==> src/rtl/cpu_pkg.sv <==
// Shared types and constants for the 16-bit MIPS fetch/decode path.
package cpu_pkg;
    localparam int PC_W    = 16;
    localparam int INSTR_W = 16;
    localparam logic [PC_W-1:0] PC_STEP = 16'd4;

    typedef enum logic {
        RUN   = 1'b0,
        DRAIN = 1'b1
    } fetch_state_t;
endpackage

==> src/rtl/fetch_fifo.sv <==
// Small synchronous FIFO used both as the instruction buffer and as the in-flight address queue.
module fetch_fifo #(
    parameter int DEPTH = 2,
    parameter int W     = 32
) (
    input  logic                   clock,
    input  logic                   reset,
    input  logic                   push_i,
    input  logic                   pop_i,
    input  logic                   clear_i,
    input  logic [W-1:0]           din_i,
    output logic [$clog2(DEPTH):0] count_o,
    output logic [W-1:0]           head_o
);
    localparam int AW = $clog2(DEPTH);
    localparam int CW = AW + 1;

    logic [W-1:0]  mem_q [DEPTH];
    logic [AW-1:0] rd_q;
    logic [AW-1:0] wr_q;
    logic [CW-1:0] cnt_q;

    // Storage is reset so the head reads as zero straight out of reset.
    always_ff @(posedge clock) begin
        if (reset) begin
            rd_q  <= '0;
            wr_q  <= '0;
            cnt_q <= '0;
            for (int i = 0; i < DEPTH; i++) begin
                mem_q[i] <= '0;
            end
        end else if (clear_i) begin
            rd_q  <= '0;
            wr_q  <= '0;
            cnt_q <= '0;
        end else begin
            if (push_i) begin
                mem_q[wr_q] <= din_i;
                wr_q        <= wr_q + 1'b1;
            end
            if (pop_i) begin
                rd_q <= rd_q + 1'b1;
            end
            cnt_q <= cnt_q + CW'(push_i) - CW'(pop_i);
        end
    end

    assign count_o = cnt_q;
    assign head_o  = mem_q[rd_q];
endmodule

==> src/rtl/instr_fetch_unit.sv <==
// Fetch stage: owns the PC, issues in-order word reads, buffers returned words and hands {ir, ir_pc} to decode.
module instr_fetch_unit
    import cpu_pkg::*;
#(
    parameter logic [15:0] RESET_PC   = 16'h0000,
    parameter logic [15:0] PC_STEP    = cpu_pkg::PC_STEP,
    parameter int          FIFO_DEPTH = 2,
    parameter int          MAX_OUTST  = 2
) (
    input  logic               clock,
    input  logic               reset,
    output logic               imem_req,
    output logic [PC_W-1:0]    imem_addr,
    input  logic               imem_ready,
    input  logic               imem_rvalid,
    input  logic [INSTR_W-1:0] imem_rdata,
    input  logic               redirect,
    input  logic [PC_W-1:0]    redirect_pc,
    output logic               ir_valid,
    output logic [INSTR_W-1:0] ir,
    output logic [PC_W-1:0]    ir_pc,
    input  logic               ir_ready
);
    localparam int OW = $clog2(MAX_OUTST) + 1;
    localparam int CW = $clog2(FIFO_DEPTH) + 1;

    fetch_state_t state_q, state_d;
    logic [PC_W-1:0] fetch_pc_q, fetch_pc_d;
    logic [OW-1:0]   outst_q, outst_d;
    logic [OW-1:0]   drop_q, drop_d;
    logic            armed_q;

    logic [CW-1:0]              ibuf_count;
    logic [PC_W+INSTR_W-1:0]    ibuf_head;
    logic [OW-1:0]              aq_count;
    logic [PC_W-1:0]            aq_head;
    logic                       issue;
    logic                       push;
    logic                       pop;

    // armed_q holds the request low for the first cycle after reset so it comes out registered-zero.
    assign imem_req  = armed_q && (state_q == RUN)
                       && (int'(outst_q) + int'(ibuf_count) < FIFO_DEPTH)
                       && (int'(outst_q) < MAX_OUTST);
    assign imem_addr = fetch_pc_q;
    assign issue     = imem_req & imem_ready;
    assign push      = imem_rvalid && !redirect && (drop_q == '0);
    assign pop       = ir_valid & ir_ready;
    assign ir_valid  = (ibuf_count != '0);
    assign ir_pc     = ibuf_head[PC_W+INSTR_W-1:INSTR_W];
    assign ir        = ibuf_head[INSTR_W-1:0];

    always_comb begin
        state_d    = state_q;
        fetch_pc_d = fetch_pc_q;
        outst_d    = outst_q + OW'(issue) - OW'(imem_rvalid);
        drop_d     = drop_q;
        if (issue) begin
            fetch_pc_d = fetch_pc_q + PC_STEP;
        end
        if (imem_rvalid && (drop_q != '0)) begin
            drop_d = drop_q - 1'b1;
        end
        if ((state_q == DRAIN) && (drop_d == '0)) begin
            state_d = RUN;
        end
        // Everything still in flight after this cycle, including a same-cycle issue, is discarded.
        if (redirect) begin
            fetch_pc_d = redirect_pc & 16'hFFFC;
            drop_d     = outst_d;
            state_d    = (outst_d != '0) ? DRAIN : RUN;
        end
    end

    always_ff @(posedge clock) begin
        if (reset) begin
            state_q    <= RUN;
            fetch_pc_q <= RESET_PC;
            outst_q    <= '0;
            drop_q     <= '0;
            armed_q    <= 1'b0;
        end else begin
            state_q    <= state_d;
            fetch_pc_q <= fetch_pc_d;
            outst_q    <= outst_d;
            drop_q     <= drop_d;
            armed_q    <= 1'b1;
        end
    end

    fetch_fifo #(.DEPTH(FIFO_DEPTH), .W(PC_W + INSTR_W)) u_ibuf (
        .clock   (clock),
        .reset   (reset),
        .push_i  (push),
        .pop_i   (pop),
        .clear_i (redirect),
        .din_i   ({aq_head, imem_rdata}),
        .count_o (ibuf_count),
        .head_o  (ibuf_head)
    );

    // Address of every in-flight request, popped in step with its response.
    fetch_fifo #(.DEPTH(MAX_OUTST), .W(PC_W)) u_addrq (
        .clock   (clock),
        .reset   (reset),
        .push_i  (issue),
        .pop_i   (imem_rvalid),
        .clear_i (1'b0),
        .din_i   (fetch_pc_q),
        .count_o (aq_count),
        .head_o  (aq_head)
    );

    a_outst_underflow: assert property (@(posedge clock) disable iff (reset)
        imem_rvalid |-> (outst_q != '0));
    a_drop_bound: assert property (@(posedge clock) disable iff (reset)
        drop_q <= outst_q);
    a_addrq_tracks: assert property (@(posedge clock) disable iff (reset)
        aq_count == outst_q);
endmodule

==> config.mk <==
export PLATFORM = sky130hd
export DESIGN_NAME = instr_fetch_unit
export DESIGN_NICKNAME = d
export VERILOG_FILES = /design/src/rtl/cpu_pkg.sv /design/src/rtl/fetch_fifo.sv /design/src/rtl/instr_fetch_unit.sv
export SDC_FILE = /design/constraint.sdc
export NUM_CORES = 1
export LEC_CHECK = 0
export BUFFER_PORTS_ARGS = -buffer_cell sky130_fd_sc_hd__buf_2
export CAP_MARGIN = 25
export CORE_AREA = 2 2 118 120
export DETAILED_ROUTE_END_ITERATION = 16
export DIE_AREA = 0 0 120 122
export PLACE_DENSITY = 0.58
export SLEW_MARGIN = 20
export SYNTH_ARGS = -nofsm -noshare
export SYNTH_HDL_FRONTEND = slang
export SYNTH_SLANG_ARGS = --single-unit
==> constraint.sdc <==
create_clock -name clock -period 3.08 [get_ports clock]
set_clock_uncertainty 0.15 [all_clocks]
set_input_delay 0.308 -clock clock [delete_from_list [all_inputs] [get_ports clock]]
set_output_delay 0.308 -clock clock [all_outputs]
set_load 0.02 [all_outputs]
# --- After elaboration in Yosys (flattened, before gate mapping) ---
# Memory sizes are Yosys's and may differ from the RTL's. A register that Yosys moved wholly into a read port is not among the register bits.
# Cells that the tools add are included.
totals:
  ff_bits: 28
  mem_bits_rw: 96
  inputBits: 38
  out_inout_bits: 50
  n_memories: 2
  elab_cells: 74
mem_list:
  columns: ["memory", "depth", "word_bits", "read_ports", "rd_clocked_by_memory_dff", "wr", "line", "rtl"]
  rows:
  - ["u_ibuf.mem_q", 2, 32, 1, 1, 2, "fetch_fifo.sv:18", "logic [W-1:0] mem_q [DEPTH];"]
  - ["u_addrq.mem_q", 2, 16, 1, 1, 2, "fetch_fifo.sv:18", null]
op_classes:
  n_lt_le_gt_ge: 2
  reduce_logical: 18
  n_addsub: 11
  muxes: 27
  bitwise_logic: 3
op_table:
  columns: ["cell", "n"]
  rows:
  - ["16-bit two-way mux", 3]
  - ["32-bit two-way mux", 1]
  - ["32-bit OR reduction", 1]
  - ["1-bit two-way mux", 21]
  - ["16-bit by 3-bit adder with 16-bit output, second input constant", 1]
  - ["16-bit OR reduction", 1]
  - ["2-bit nonzero test", 5]
  - ["1-bit logical AND", 7]
  - ["1-bit adder, second input constant", 4]
  - ["2-bit by 1-bit adder with 2-bit output", 2]
  - ["2-bit zero test", 2]
  - ["2-bit two-way mux", 2]
  - ["2-bit by 1-bit subtractor with 2-bit output", 2]
  - ["2-bit by 2-bit adder with 3-bit output", 1]
  - ["3-bit by 2-bit < comparator with 1-bit output, second input constant", 1]
  - ["1-bit bitwise AND", 2]
  - ["2-bit < comparator, second input constant", 1]
  - ["2-bit OR reduction", 1]
  - ["2-bit by 1-bit subtractor with 2-bit output, second input constant", 1]
  - ["1-bit zero test", 1]
  - ["1-bit inverter", 1]

# --- Longest topological paths before layout ---
# Gate-level depths: netlist of run 1.
depth:
  depth_word: 10
  mapped_depth: 11

# --- Modules after synthesis ---
# A second synthesis of run 1 with hierarchy kept.
hier_totals:
  cells_unflattened: 444
  hier_area_um2: 5899.4
modules_own_cells:
  columns: ["mod", "cells_each", "n_inst", "area_per_inst_um2"]
  rows:
  - ["fetch_fifo (u_ibuf)", 200, 1, 3061.7]
  - ["fetch_fifo (u_addrq)", 110, 1, 1699.1]
  - ["instr_fetch_unit", 134, 1, 1138.6]

# --- Least setup slack after synthesis of run 1 ---
# Ideal clock, no wire load.
synth_timing:
  kind: "reg-to-reg"
  start: "reg u_ibuf.cnt_q[0] (netlist: u_ibuf.count_o[0])"
  end: "mem u_addrq.mem_q[0][10] in the netlist's numbering, enable pin"
  t_required_ns: 2.543
  setup_slack_ns: -0.022
  path_stages_with_launch: 7
  arrival_time_ns: 2.565
  path_buffers: 1
  cell_sequence: "dfxtp_1 > and2_1 > fa_1 > or4_4 > or2_1 > buf_2 > o21ai_1"
synth_rtl:
  columns: ["element", "line", "rtl"]
  rows:
  - ["from (decl)", "fetch_fifo.sv:21", "logic [CW-1:0] cnt_q;"]
  - ["from (signal assigned)", "fetch_fifo.sv:44", "cnt_q <= cnt_q + CW'(push_i) - CW'(pop_i);"]
  - ["to (decl)", "fetch_fifo.sv:18", null]

# --- Final worst setup path of run 1 ---
layout_timing:
  start: "reg u_ibuf.cnt_q[0] (netlist: u_ibuf.count_o[0])"
  end: "reg state_q"
layout_via:
  elab_chain_cells: 10
layout_rtl:
  columns: ["element", "line", "rtl"]
  rows:
  - ["2-bit by 2-bit adder with 3-bit output", "instr_fetch_unit.sv:43", "&& (int'(outst_q) + int'(ibuf_count) < FIFO_DEPTH)"]
  - ["3-bit by 2-bit < comparator with 1-bit output", "instr_fetch_unit.sv:43", null]
  - ["1-bit logical AND", "instr_fetch_unit.sv:43", null]
  - ["1-bit logical AND", "instr_fetch_unit.sv:44", "&& (int'(outst_q) < MAX_OUTST);"]
  - ["1-bit bitwise AND", "instr_fetch_unit.sv:46", "assign issue = imem_req & imem_ready;"]
  - ["2-bit by 1-bit adder with 2-bit output", "instr_fetch_unit.sv:56", "outst_d = outst_q + OW'(issue) - OW'(imem_rvalid);"]
  - ["2-bit by 1-bit subtractor with 2-bit output", "instr_fetch_unit.sv:56", null]
  - ["2-bit nonzero test", "instr_fetch_unit.sv:71", "state_d = (outst_d != '0) ? DRAIN : RUN;"]
  - ["1-bit two-way mux", "instr_fetch_unit.sv:71", null]
  - ["1-bit two-way mux", "instr_fetch_unit.sv:68", "if (redirect) begin"]
  - ["to (signal assigned)", "instr_fetch_unit.sv:83", "state_q <= state_d;"]
  - ["to (decl)", "instr_fetch_unit.sv:27", "fetch_state_t state_q, state_d;"]
# No other way between the ends.
# A chain may end at the register's enable or synchronous reset.

==> summary.md, run 1 <==
| Metric | Value |
|---|---|
| Static Leakage | 2.628 nW |
| # DRC | 0 |
| Synthesized area divided by synthesized cell count | 12.71 um^2 |
| Cell taking the most area after synthesis | sky130_fd_sc_hd__edfxtp_1 |
| Power density cells | 664.7 nW/um^2 |
| Ys flop type | sky130_fd_sc_hd__edfxtp_1 |
| Largest fanout on the critical path | 3 |
| Data arrival time at the worst-slack endpoint | 3.10 ns |
| Cell family with the largest share of critical-path delay | simple AND/OR/NAND/NOR gates |
| Number of synthesis warnings | 0 |
| Die span in x | 120 um |
| Power share of the clock group | 43.8% |
| Layout fillers | 1226 |
| Remaining antenna violation count | 0 |
| Clock Latency Late Sink | 0.40 ns |
| First-pass GRT wire length | 16.49 mm |
| Core ar. | 13500 um^2 |
| Final critical-path required period | 2.927 ns |
| Most repeated cell in the gate-level netlist after synthesis | sky130_fd_sc_hd__edfxtp_1 |
| Max Slew Vio Count | 0 |
| Total I/O pin count | 88 |
| Setup repair after global routing missed its margin | false |
| Slowest library cell on the worst path | sky130_fd_sc_hd__or4_4 |
| Hold EP | imem_addr[10] |
| Hold wc startpoint | redirect_pc[10] |
| Worst r2r dst | state_q |
| Clock-pin slew reported for the worst setup and hold paths after clock tree synthesis | 0.06 ns |
| GRT Residual Overflow | 0 |
| Fraction of final layout cells with drive strength greater than 1 | 34.30% |
| Fin Hold WS | 0.02695 ns |
| Final cycle utilization of the critical path | 95.02% |
| Total number of vias | 3299 |
| Delay contributed by the slowest stage of the critical path | 0.49 ns |
| Total Routed Length | 10.22 mm |
| Switching power | 1.107 mW |
| Count of antenna diodes in the layout | 0 |
| Initial antenna violation count | 0 |
| EDFF count, synth | 88 |
| M1 WL | 4.759 mm |
| Largest net degree at the start of global routing | 36 |
| H-tree level count | 4 |
| Post-detailed-route wirelength per cell | 14.68 um |
| Proportion of netlist area held by the largest area contributor | 50.36% |
| Transition time at the pin with the least slew margin | 0.8411 ns |
| Worst path buffer plus inverter count | 1 |
| Avg Vias per Cell | 4.740 |
| Combinational group share of total power | 12.6% |
| Die height | 122 um |
| Clock tree from TritonCTS | yes |
| Tot GR Track Use | 14.82% |
| Top cell types by occurrence after synthesis | 88 x sky130_fd_sc_hd__edfxtp_1, 51 x sky130_fd_sc_hd__nor2_1, 42 x sky130_fd_sc_hd__and2_1 |
| Number of stages on the worst hold path | 3 |
| Layout-stage area growth over the synthesis result | 23.94% |
| Register bit total from synthesis | 116 |
| Root buffer selected by CTS | sky130_fd_sc_hd__clkbuf_16 |
| Std cell rows | 43 |
| Worst reg-to-reg setup slack | 0.15 ns |
| Met2 WL | 4.932 mm |
| Initial DRC Count | 154 |
| Setup violators final | 0 |
| Initial standard-cell utilization of the core | 38.86% |
| Netlist area before placement | 5248 um^2 |
| Share of synthesized flip-flops with an asynchronous set or reset | 0% |
| Headroom to the max-slew limit | 43.85% |
| CTS buffer count | 17 |
| Total Die Area | 14640 um^2 |
| Num Clock Sinks | 116 |
| Worst Setup End Kind | register |
| GPL Wtd Cong | 0.7754 |
| Post-CTS Setup Repair Bufs | 0 |
| Cell-by-cell listing of the critical path | and2_1 > fa_1 > or4_4 > or2_4 > ha_1 > inv_1 > ha_2 > xor2_2 > xnor2_2 > a221oi_2 |
| Final layout net count | 548 |
| Path category of the worst min-delay check | in2reg |
| Number of cells on the worst reg-to-reg path | 10 |
| Post-synthesis sequential area ratio | 61.04% |
| Nature of the critical path startpoint | register |
| Critical path required time | 3.25 ns |
| Number of hold-slack violations in the final timing report | 0 |
| Hpwl dp | 6.794 mm |
| Highest metal layer with signal wires | met4 |
| Clk buf depth | 2 |
| Vias in the first global route | 3356 |
| First drt pass iteration count | 4 |
| Synth cell types | 46 |
| Detail Route met3 WL | 446 um |
| Peak Freq | 0.3417 GHz |
| Number of buffers inserted by port buffering | 81 |
| Switch share | 25.62% |
| Run status | complete, no violations |
| Total negative slack | 0 ns |
| Worst-case vdd ir drop | 364.9 uV |
| Max cap viols | 0 |
| Startpoint-to-endpoint class of the critical path | reg2reg |
| Worst reg2reg path startpoint | u_ibuf.count_o[0] |
| Power Internal | 3.216 mW |
| Cell count after synthesis | 413 |
| Sequential group share of total power | 43.6% |
| Ranking of synthesized cells by area | sky130_fd_sc_hd__edfxtp_1 50%, sky130_fd_sc_hd__dfxtp_1 11%, sky130_fd_sc_hd__mux2_2 6.4% |
-- power by group through the flow --
stage | Sequential (mW) | Combinational (mW) | Clock, mW
floorplan | 1.89 | 0.385 | 0
global placement | 1.91 | 0.523 | 0
detailed placement | 1.91 | 0.529 | 0
CTS | 1.88 | 0.532 | 1.94
global route | 1.90 | 0.600 | 2.00
finish | 1.88 | 0.546 | 1.89
-- flip-flops by register name, summed over array words and instances, names as in the netlist, named ones only --
name and cells:
u_addrq.rd_q 1, state_q 1, drop_q 2, u_addrq.wr_q 1, u_ibuf.count_o 2, u_ibuf.rd_q 1, outst_q 2, u_addrq.mem_q 28
u_ibuf.wr_q 1, u_ibuf.mem_q 60, imem_addr 14, armed_q 1
-- timing repair --
item                                    4_1_cts  5_1_grt
endpoints found under the hold margin         1        0
resized for setup                             0        7
endpoints found under the setup margin        0        2
hold buffers                                  1        0
-- cells by family (layout without fill, tap and decap cells) --
family,Yosys count,after routing,share of synthesized area (%)
adders and majority gates,7,7,1.812
DFF,116,116,61.04
muxes,48,48,9.871
and+or+nand+nor,161,161,17.43
AOI/OAI and AO/OA,21,21,3.290
buffers and inverters,41,141,3.481
other,1,4,0.07146
xor gates and xnor gates,18,18,3.004
-- how the worst max path moves through the flow --
| stage | cells after the start | slack [ns] | to | start |
|---|---|---|---|---|
| finish | 10 | 0.15 | state_q | u_ibuf.count_o[0] |
| global route | 10 | 0.04 | state_q | u_ibuf.count_o[0] |
| CTS | 10 | 0.11 | state_q | u_ibuf.count_o[0] |
| detailed placement | 10 | 0.14 | state_q | u_ibuf.count_o[0] |
| global placement | 10 | 0.15 | state_q | u_ibuf.count_o[0] |
| floorplan | 11 | 0.002 | state_q | u_ibuf.count_o[0] |
-- cell type report --
type | instances | area (um^2) | share of cell area, %
clock buffer | 17 | 425.4 | 6.541
sequential | 116 | 3204 | 49.27
timing repair buffer | 95 | 525.5 | 8.080
tap | 180 | 225.2 | 3.463
inverter | 14 | 52.55 | 0.8080
clock inverter | 15 | 158.9 | 2.443
multi-input combinational | 259 | 1912 | 29.40
-- tightest hold or removal path, stage by stage --
cell and delay (ns):
sky130_fd_sc_hd__buf_2 0.09, sky130_fd_sc_hd__nor2_1 0.08, sky130_fd_sc_hd__a211oi_1 0.05
-- cell usage in the layout (no fill, tap or decap), drive strengths merged, types with 2 or more instances in the layout --
cell / instances
nand4: 5
a211oi: 11
conb: 4
bufinv: 2
or2: 3
clkinv: 6
inv: 16
xnor2: 13
mux2: 30
nor3: 13
buf: 94
o21ai: 4
nand2: 8
dfxtp: 28
clkbuf: 17
nor2b: 2
and3: 18
nand3: 3
ha: 6
nor2: 51
xor2: 5
nor4: 10
mux2i: 18
clkinvlp: 5
edfxtp: 88
and2: 42
-- layer usage --
layer | GRT usage (%) | up-vias
met5 | 0 | -
met4 | 5.735 | 0
li1 | - | 1656
met1 | 18.46 | 1557
met3 | 4.494 | 5
met2 | 24.29 | 81
-- through the flow --
stage | instances | cell area [um^2] | utilization (%) | total power, mW | setup WS [ns]
3_3_place_gp | 663 | 5877 | 43.52 | 2.431 | 0.1549
3_5_place_dp | 663 | 5877 | 43.52 | 2.443 | 0.1412
2_1_floorplan | 416 | 5265 | - | 2.279 | 0.002352
6_report | 696 | 6504 | 48.16 | 4.323 | 0.1534
5_1_grt | 696 | 6504 | 48.16 | 4.497 | 0.04199
4_1_cts | 696 | 6471 | 47.92 | 4.352 | 0.1074
Note: power is estimated with default switching activity, not from simulation.
==> inputs of run 2 (changes only) <==
--- a/config.mk
+++ b/config.mk
@@ -5,11 +5,12 @@
 export SDC_FILE = /design/constraint.sdc
 export NUM_CORES = 1
 export LEC_CHECK = 0
+export ABC_AREA = 1
 export BUFFER_PORTS_ARGS = -buffer_cell sky130_fd_sc_hd__buf_2
 export CAP_MARGIN = 25
-export CORE_AREA = 2 2 118 120
+export CORE_AREA = 2 2 119 121
 export DETAILED_ROUTE_END_ITERATION = 16
-export DIE_AREA = 0 0 120 122
+export DIE_AREA = 0 0 121 123
 export PLACE_DENSITY = 0.58
 export SLEW_MARGIN = 20
 export SYNTH_ARGS = -nofsm -noshare
==> summary.md, run 2 <==
| Metric | Value |
|---|---|
| H-tree level count | 4 |
| Initial DRC Count | 293 |
| Synth cell types | 30 |
| Post-detailed-route wirelength per cell | 13.36 um |
| Power density cells | 645.3 nW/um^2 |
| Clock-pin slew reported for the worst setup and hold paths after clock tree synthesis | 0.06 ns |
| GPL Wtd Cong | 0.8328 |
| Ranking of synthesized cells by area | sky130_fd_sc_hd__edfxtp_1 50%, sky130_fd_sc_hd__dfxtp_1 11%, sky130_fd_sc_hd__nor2_1 8.6% |
| Post-synthesis sequential area ratio | 60.21% |
| Total Routed Length | 10.58 mm |
| Switch share | 24.70% |
| Remaining antenna violation count | 0 |
| Final critical-path required period | 2.595 ns |
| Area taken by multi-input logic gates | 1772 um^2 |
| Die height | 123 um |
| Register bit total from synthesis | 116 |
| Clk buf depth | 2 |
| Largest register FFs | 60 |
| GRT Residual Overflow | 0 |
| Cell count after synthesis | 511 |
| Power Internal | 3.129 mW |
| Path length in cells of the critical path | 14 |
| Total I/O pin count | 88 |
| Synthesized area divided by synthesized cell count | 10.41 um^2 |
| Fraction of final layout cells with drive strength greater than 1 | 26.63% |
| # DRC | 0 |
| Hpwl dp | 7.013 mm |
| Largest fanout on the critical path | 3 |
| Post-synthesis mux area share | 8.984% |
| Critical path's most frequent cell | sky130_fd_sc_hd__nand2_1 |
| Static Leakage | 2.744 nW |
| Seq. cell area | 3203 um^2 |
| Number of synthesis warnings | 0 |
| Cell-by-cell listing of the critical path | nand2_1 > inv_1 > fa_1 > nor2_1 > nand4_2 > ha_1 > inv_1 > ha_1 > xnor2_1 > or2_2 > nand3_1 > nand2_1 > nand2_1 > nand2_1 |
| Delay contributed by the slowest stage of the critical path | 0.40 ns |
| Core ar. | 13610 um^2 |
| Combinational group share of total power | 11.0% |
| Power share of the clock group | 44.8% |
| Total Die Area | 14880 um^2 |
| Peak Freq | 0.3854 GHz |
| Critical path required time | 3.23 ns |
| Num Clock Sinks | 116 |
| EDFF count, synth | 88 |
| Worst Setup End Kind | register |
| First-pass GRT wire length | 17.30 mm |
| Number of buffers inserted by hold repair at cts | 0 |
| Number of buffers inserted by port buffering | 81 |
| Most frequent standard cell in the layout excluding fill and tap cells | sky130_fd_sc_hd__nor2_1 |
| Number of hold-slack violations in the final timing report | 0 |
| Clock Latency Late Sink | 0.41 ns |
| CTS buffer count | 17 |
| Proportion of netlist area held by the largest area contributor | 49.67% |
| Avg Vias per Cell | 4.652 |
| Share of synthesized flip-flops with an asynchronous set or reset | 0% |
| Nature of the critical path startpoint | register |
| Final layout net count | 645 |
| Quantity of gates resized following cts | 0 |
| Initial standard-cell utilization of the core | 39.08% |
| Complex-gate fraction of the synthesized area | 2.681% |
| Die span in x | 121 um |
| Top library cells by usage in the layout, fill and taps aside | 122 x sky130_fd_sc_hd__nor2_1, 88 x sky130_fd_sc_hd__edfxtp_1, 81 x sky130_fd_sc_hd__buf_2, 66 x sky130_fd_sc_hd__nand2_1, 52 x sky130_fd_sc_hd__inv_1 |
| Total number of vias | 3684 |
| Setup violators final | 0 |
| Max cap viols | 0 |
| Post-place instance area | 5876 um^2 |
| Layout fillers | 1300 |
| Path category of the worst min-delay check | in2reg |
| Std cell rows | 43 |
| Fraction of the mapped netlist area in simple logic gates | 18.58% |
| Netlist area before placement | 5320 um^2 |
| Cell taking the most area after synthesis | sky130_fd_sc_hd__edfxtp_1 |
| Cell family with the largest share of critical-path delay | simple AND/OR/NAND/NOR gates |
| Switching power | 1.027 mW |
| Adder-cell area share of the yosys netlist | 1.787% |
| Count of antenna diodes in the layout | 0 |
| Worst-case vdd ir drop | 366.8 uV |
| Biggest register | u_ibuf.mem_q |
| Number of cells on the worst reg-to-reg path | 14 |
| Most repeated cell in the gate-level netlist after synthesis | sky130_fd_sc_hd__nor2_1 |
| Headroom to the max-slew limit | 47.19% |
| Clock tree from TritonCTS | yes |
| Number of stages on the worst hold path | 3 |
| Final standard cell area without fillers | 6441 um^2 |
| Root buffer selected by CTS | sky130_fd_sc_hd__clkbuf_16 |
| Vias in the first global route | 3607 |
| Main combinational cell family by area after synthesis | simple AND/OR/NAND/NOR gates |
| Largest net degree at the start of global routing | 31 |
| Final cycle utilization of the critical path | 84.25% |
| Slowest library cell on the worst path | sky130_fd_sc_hd__fa_1 |
| Xor/xnor cell area share of the yosys netlist | 0.9878% |
| Data arrival time at the worst-slack endpoint | 2.74 ns |
| Total negative slack | 0 ns |
| Initial antenna violation count | 0 |
| Run status | complete, no violations |
| Top cell types by occurrence after synthesis | 122 x sky130_fd_sc_hd__nor2_1, 88 x sky130_fd_sc_hd__edfxtp_1, 66 x sky130_fd_sc_hd__nand2_1 |
| Startpoint-to-endpoint class of the critical path | reg2reg |
| Sequential group share of total power | 44.3% |
| Ys flop type | sky130_fd_sc_hd__edfxtp_1 |
| Max Slew Vio Count | 0 |
| Tot GR Track Use | 14.98% |
| First drt pass iteration count | 5 |
| Post-CTS Setup Repair Bufs | 0 |
| Transition time at the pin with the least slew margin | 0.7911 ns |
| Worst path buffer plus inverter count | 2 |
| Setup repair after global routing missed its margin | false |
| Layout-stage area growth over the synthesis result | 21.07% |
run 2: cell count changes after synthesis, moves of 10 or more:
cell | before | now
sky130_fd_sc_hd__a21oi_1 | 0 | 16
sky130_fd_sc_hd__and2_1 | 42 | 0
sky130_fd_sc_hd__and3_1 | 18 | 0
sky130_fd_sc_hd__buf_2 | 2 | 13
sky130_fd_sc_hd__clkbuf_1 | 17 | 0
sky130_fd_sc_hd__inv_1 | 13 | 52
sky130_fd_sc_hd__nand2_1 | 8 | 66
sky130_fd_sc_hd__nand3_1 | 3 | 27
sky130_fd_sc_hd__nor2_1 | 51 | 122
sky130_fd_sc_hd__nor3_1 | 12 | 2
sky130_fd_sc_hd__xnor2_1 | 13 | 3
run 2: cells by family (layout without fill, tap and decap cells):
family                   after synthesis  count (layout)
adder cells (fa/ha/maj)                7               7
multiplexers                          44              44
other                                  1               4
flip-flops                           116             116
AND/OR/NAND/NOR                      233             233
buffers and inverters                 76             174
XOR/XNOR                               6               6
AO/OA/AOI/OAI                         28              28
run 2: worst min-delay path, cell delays in order:
cell	delay [ns]
sky130_fd_sc_hd__buf_2	0.09
sky130_fd_sc_hd__nand2_1	0.05
sky130_fd_sc_hd__a31oi_1	0.07
run 2: worst paths after layout:
kind	start	endpoint	slack, ns
worst max-delay path	u_ibuf.count_o[0]	state_q	0.49
worst min-delay path	redirect_pc[6]	imem_addr[6]	0.02
worst max register to register	u_ibuf.count_o[0]	state_q	0.49
worst min register to register	u_ibuf.rd_q	u_ibuf.rd_q	0.30
run 2: metal layers:
| layer | track usage, % | wire length, um | vias up |
|---|---|---|---|
| met5 | 0 | 0 | - |
| met4 | 5.305 | 73 | 0 |
| met3 | 4.474 | 717 | 9 |
| met2 | 24.12 | 4856 | 118 |
| met1 | 19.26 | 4934 | 1693 |
| li1 | - | - | 1864 |
run 2: layout make-up:
cell class | count | area share (%)
flip-flops and latches | 116 | 49.73
multi-input cells | 322 | 27.51
repair buffers | 91 | 7.459
clock buffers | 18 | 6.663
well taps | 180 | 3.497
inverters | 52 | 3.030
clock inverters | 13 | 2.117
run 2: power groups by stage:
stage,clock network (mW),registers (mW),logic [mW]
after detailed placement,0,1.87,0.458
after global routing,1.97,1.85,0.514
after global placement,0,1.87,0.447
after CTS,1.90,1.84,0.462
final,1.86,1.84,0.456
after floorplan,0,1.86,0.326
run 2: through the flow:
| step | util [%] | setup WS, ns | instances | power [mW] | hold WS [ns] |
|---|---|---|---|---|---|
| 6_report | 47.32 | 0.4851 | 792 | 4.156 | 0.01737 |
| 5_1_grt | 47.32 | 0.2571 | 792 | 4.330 | 0.02267 |
| 4_1_cts | 47.32 | 0.4528 | 792 | 4.205 | 0.002221 |
| 3_5_place_dp | 43.17 | 0.4724 | 761 | 2.329 | 0.2926 |
| 3_3_place_gp | 43.17 | 0.5289 | 761 | 2.314 | 0.2871 |
| 2_1_floorplan | - | 0.3942 | 514 | 2.190 | 0.2755 |
